File: config.mk
export PLATFORM = sky130hd
export DESIGN_NAME = ws2812_driver
export DESIGN_NICKNAME = d
export VERILOG_FILES = /design/src/rtl/ws2812_driver.sv
export SDC_FILE = /design/constraint.sdc
export NUM_CORES = 1
export LEC_CHECK = 0
export CORE_UTILIZATION = 60
export DETAILED_ROUTE_END_ITERATION = 8
export GPL_TIMING_DRIVEN = 0
export PLACE_DENSITY = 0.83
export RECOVER_POWER = 25
export SLEW_MARGIN = 40
export SYNTH_ARGS = -nofsm -noshare
export SYNTH_HDL_FRONTEND = slang
export SYNTH_SLANG_ARGS = --single-unit
File: constraint.sdc
create_clock -name i_clk -period 6.3 [get_ports i_clk]
set_input_delay 0.63 -clock i_clk [delete_from_list [all_inputs] [get_ports i_clk]]
set_output_delay 0.63 -clock i_clk [all_outputs]
set_load 0.01 [all_outputs]
File: src/rtl/ws2812_driver.sv
// rtl/ws2812_driver.sv - WS2812 one-wire serial encoder with a one-pixel holding register
// Encodes 24-bit pixels MSB first and appends the latch low period at frame end.
module ws2812_driver #(
    parameter int T0H_CYC = 20,
    parameter int T1H_CYC = 40,
    parameter int BIT_CYC = 62,
    parameter int RET_CYC = 2600
) (
    input  logic        i_clk,
    input  logic        i_rst,
    input  logic [23:0] i_data,
    input  logic        i_valid,
    input  logic        i_last,
    output logic        o_ready,
    output logic        o_serial,
    output logic        o_busy,
    output logic        o_underrun
);
    localparam int MAX_CYC = (BIT_CYC > RET_CYC) ? BIT_CYC : RET_CYC;
    localparam int CW      = $clog2(MAX_CYC + 1);

    typedef enum logic [1:0] {IDLE, HIGH, LOW, RET} state_t;

    state_t        state, state_nxt;
    logic [23:0]   hold_data;
    logic          hold_last;
    logic          hold_full;
    logic [23:0]   shift;
    logic          cur_last;
    logic [4:0]    bit_cnt;
    logic [CW-1:0] cyc_cnt;
    logic [CW-1:0] high_end;
    logic [CW-1:0] low_end;
    logic          accept;
    logic          pop;
    logic          shift_bit;
    logic          cnt_clr;

    assign accept   = i_valid && !hold_full;
    assign o_ready  = !hold_full;
    assign o_busy   = (state != IDLE);

    // Terminal counts of the current bit's high and low phases, chosen by its value.
    assign high_end = shift[23] ? CW'(T1H_CYC - 1) : CW'(T0H_CYC - 1);
    assign low_end  = shift[23] ? CW'(BIT_CYC - T1H_CYC - 1) : CW'(BIT_CYC - T0H_CYC - 1);

    always_ff @(posedge i_clk or posedge i_rst) begin
        if (i_rst) begin
            state <= IDLE;
        end else begin
            state <= state_nxt;
        end
    end

    always_comb begin
        state_nxt  = state;
        pop        = 1'b0;
        shift_bit  = 1'b0;
        cnt_clr    = 1'b0;
        o_underrun = 1'b0;
        case (state)
            IDLE: begin
                if (hold_full) begin
                    pop       = 1'b1;
                    cnt_clr   = 1'b1;
                    state_nxt = HIGH;
                end
            end
            HIGH: begin
                if (cyc_cnt == high_end) begin
                    cnt_clr   = 1'b1;
                    state_nxt = LOW;
                end
            end
            LOW: begin
                if (cyc_cnt == low_end) begin
                    cnt_clr = 1'b1;
                    if (bit_cnt != 5'd0) begin
                        shift_bit = 1'b1;
                        state_nxt = HIGH;
                    end else if (cur_last) begin
                        state_nxt = RET;
                    end else if (hold_full) begin
                        pop       = 1'b1;
                        state_nxt = HIGH;
                    end else begin
                        o_underrun = 1'b1;
                        state_nxt  = RET;
                    end
                end
            end
            RET: begin
                if (cyc_cnt == CW'(RET_CYC - 1)) begin
                    cnt_clr   = 1'b1;
                    state_nxt = IDLE;
                end
            end
            default: state_nxt = IDLE;
        endcase
    end

    always_ff @(posedge i_clk or posedge i_rst) begin
        if (i_rst) begin
            o_serial  <= 1'b0;
            cyc_cnt   <= '0;
            bit_cnt   <= 5'd0;
            shift     <= 24'd0;
            cur_last  <= 1'b0;
            hold_data <= 24'd0;
            hold_last <= 1'b0;
            hold_full <= 1'b0;
        end else begin
            // Registered line: high exactly while the FSM occupies HIGH.
            o_serial <= (state_nxt == HIGH);

            if (cnt_clr || state == IDLE) begin
                cyc_cnt <= '0;
            end else begin
                cyc_cnt <= cyc_cnt + 1'b1;
            end

            if (pop) begin
                shift    <= hold_data;
                cur_last <= hold_last;
                bit_cnt  <= 5'd23;
            end else if (shift_bit) begin
                shift   <= {shift[22:0], 1'b0};
                bit_cnt <= bit_cnt - 5'd1;
            end

            if (accept) begin
                hold_data <= i_data;
                hold_last <= i_last;
                hold_full <= 1'b1;
            end else if (pop) begin
                hold_full <= 1'b0;
            end
        end
    end
endmodule

==> results.md <==
- Status: complete, but fails checks
- Failing checks: capacitance limit, slew limit
- HPWL after DPL: between 4000 and 5000 µm
- First-pass DRT Iterations: 4
- Setup tns final: 0 ns
- # DRC: 0
- CTS H-tree lvls: 3
- Worst r2r src: cyc_cnt[6]$_DFF_PP0_
- Max-cap violations: 1
- CP Max Fanout: 47
- Sequential element share of the synthesized area: 51.3%
- Worst setup path startpoint: i_rst
- Met2 usage: a little under two fifths
- Die Wd: around 80 µm
- Pwr dens: about 440 nW/µm²
- WP data required: slightly above 6 ns
- Routed vias/inst: around 5.6
- Core area: 5540 µm²
- Post-route ant nets: 0
- First-pass GRT wire length: approximately 11000 µm
- HP Class: reg -> reg
- Final WL: 6120 µm
- WL/cell: between 15 and 20 µm
- Total global-route track usage: a little under a quarter
- Critical path's top delay family: buffers and inverters
- Filler cell count: between 300 and 400
- Mapped Cells: around 260
- Synth area leader: dfrtp_1
- Latest clock arrival within the worst-skew pair: 0.34 ns
- Final Hold Viols: 0
- Chip height: 78.0 µm
- YS warnings: 0
- Worst hold path startpoint: hold_data[11]$_DFFE_PP0P_
- Leak: 1.82 nW
- CP arrival: about 3.7 ns
- Yosys reg bits: 71
- Global routing's busiest layer: met2
- Yosys top cell area share: roughly half
- Post-synth cell types: 47
- Slew @ Worst Pin: approximately 2.5 ns
- Starting density of the core: between 60 and 70%
- # setup viols final: 0
- Root cell of the clock tree: clkbuf_8
- GRT met3 Usage: 4.82%
- Fin util: roughly 74%
- GR Util met1: 29.6%
- Unrepaired setup endpoints after global routing: no
- GP Congestion: about 0.8
- Multi-input logic area: between 1500 and 2000 µm²
- Final worst-path cycle share: ~60%
- Slowest-stage cell, CP: clkbuf_1
- Mapped Nets: about 290
- Initial drt markers: approximately 80
- Clock buffer count from CTS: 9
- Post-synth EDFFs: 0
- # IOs: 32
- Synthesized area: 3460 µm²
- FF+latch area: about 1800 µm²
- Max clock buf depth: 2
- Final Skew: approximately 0.011 ns
- Final min period: roughly 3.8 ns
- Most used DFF post-synth: dfrtp_1
- Remaining Overflow, GRT: 0
- Initial antenna violation count: 0
- CTS tree: built
- Vias in the first global route: about 2200
- Asr flop ratio synth: 100%
- Fraction of layout cells with a size suffix above 1: 34.0%
- DIE AREA: about 6100 µm²
- Number of sinks on the clock net: 71
- Crit path largest cell delay: 1.85 ns
- Antenna Cells: 0
- Rel. slew slack: -67.7%
- Total Nets Final: 336
- Via count: 2132
- Avg Cell Area, Syn: approximately 13 µm²
- Critical path capture point type: asynchronous set/reset pin
- Post CTS Setup Buffer Count: 0
- # resized after CTS: 0
- Port Buffer Count: 31
- Crit-path cells: dlygate4sd3_1, clkinvlp_2, clkbuf_1
- Reg clk slew, reported paths: roughly 0.07 ns
- Largest net degree at the start of global routing: 48
- WP buf/inv: 3
- Max-slew violations: 48
- Fmax: roughly 0.27 GHz
- Hold Buf Count CTS: 0
- Top post-synthesis cells by area: dfrtp_1 (51%), mux2_2 (16%), mux2_4 (10%)
- Rows: 27
- Worst VDD drop: around 0.28 mV
- CP Launch Type: input pin
- P&R area growth vs syn: 17.7%
- Critical path class: in -> async
==> flip-flops by register name, indices dropped and copies added (netlist names) <==
register / cells
state: 2
hold_data: 24
o_serial: 1
cyc_cnt: 12
hold_full: 1
cur_last: 1
bit_cnt: 5
shift: 24
hold_last: 1
==> cell usage after synthesis, drive strengths merged (2+ instances only) <==
cell type,count
mux2,72
dfrtp,71
nor2,16
nand2,12
inv,7
nand3,7
xor2,7
buf,6
xnor2,5
and3,4
clkbuf,4
ha,4
nor4,4
nand3b,3
o211ai,3
o21ai,3
or2,3
or3,3
and4bb,2
mux2i,2
nand2b,2
nand4,2
nor2b,2
==> cells in the final DEF (no fill, tap or decap), drive strengths merged, types with 4 or more instances in the layout <==
master / n
nor4: 4
xnor2: 5
nor2: 16
nand2: 12
nand3: 7
mux2: 72
buf: 6
clkdlybuf4s50: 30
and3: 4
dfrtp: 71
clkbuf: 16
xor2: 7
inv: 6
ha: 4
==> worst reg2reg max path, cell delays in order (launching register included) <==
cell and delay (ns):
dfrtp_1 0.44, nor4_4 0.33, o2111ai_2 0.21, nor3_2 0.52, buf_4 0.30, mux2_2 0.37, mux2_4 0.28
==> logic make-up after synthesis <==
logic type / synth area share (%)
xor+xnor: 3.04
compound gates: 3.36
buf+inv: 2.75
flops: 51.3
fa+ha+maj: 1.45
mux: 26.5
simple gates: 11.6
==> path summary, 6_finish.rpt <==
path | cells after the start | slack (ns) | end
setup / recovery | 3 | 2.53 | hold_data[3]$_DFFE_PP0P_
hold / removal | 1 | 0.50 | shift[11]$_DFFE_PP0P_
setup reg to reg | 6 | 3.73 | shift[13]$_DFFE_PP0P_
hold reg to reg | 1 | 0.50 | shift[11]$_DFFE_PP0P_
max in group i_clk | 5 | 3.21 | o_underrun
min in group asynchronous | 2 | 0.93 | hold_data[8]$_DFFE_PP0P_
==> metrics by stage <==
step / total power, mW / setup WS [ns] / std cells / hold slack (ns) / area, µm²
floorplan: 1.26 / 3.87 / 261 / 0.461 / 3460
global placement: 1.37 / 2.75 / 364 / 0.481 / 3860
detailed placement: 1.42 / 3.60 / 365 / 0.493 / 3890
CTS: 1.80 / 3.19 / 381 / 0.501 / 4100
global route: 1.89 / 1.85 / 381 / 0.516 / 4080
finish: 1.78 / 2.53 / 381 / 0.502 / 4080
==> cell type report <==
type	instances	area share (%)
Tap cell	72	2.21
Multi-Input combinational cell	173	39.0
Timing Repair Buffer	32	7.71
Inverter	7	0.675
Sequential cell	71	43.6
Buffer	10	1.69
Clock buffer	11	3.72
Clock inverter	5	1.38
==> layer usage <==
metal	up-vias	routed length (µm)
met1	1056	2640
met4	0	95
li1	1016	-
met3	9	200
met2	51	3180
met5	-	0
==> power by group <==
part	total [mW]	internal (mW)	switching, mW
logic	0.627	0.400	0.227
clock network	0.374	0.204	0.170
registers	0.783	0.654	0.129
total	1.78	1.26	0.526
Power figures use the tool's default switching activity.
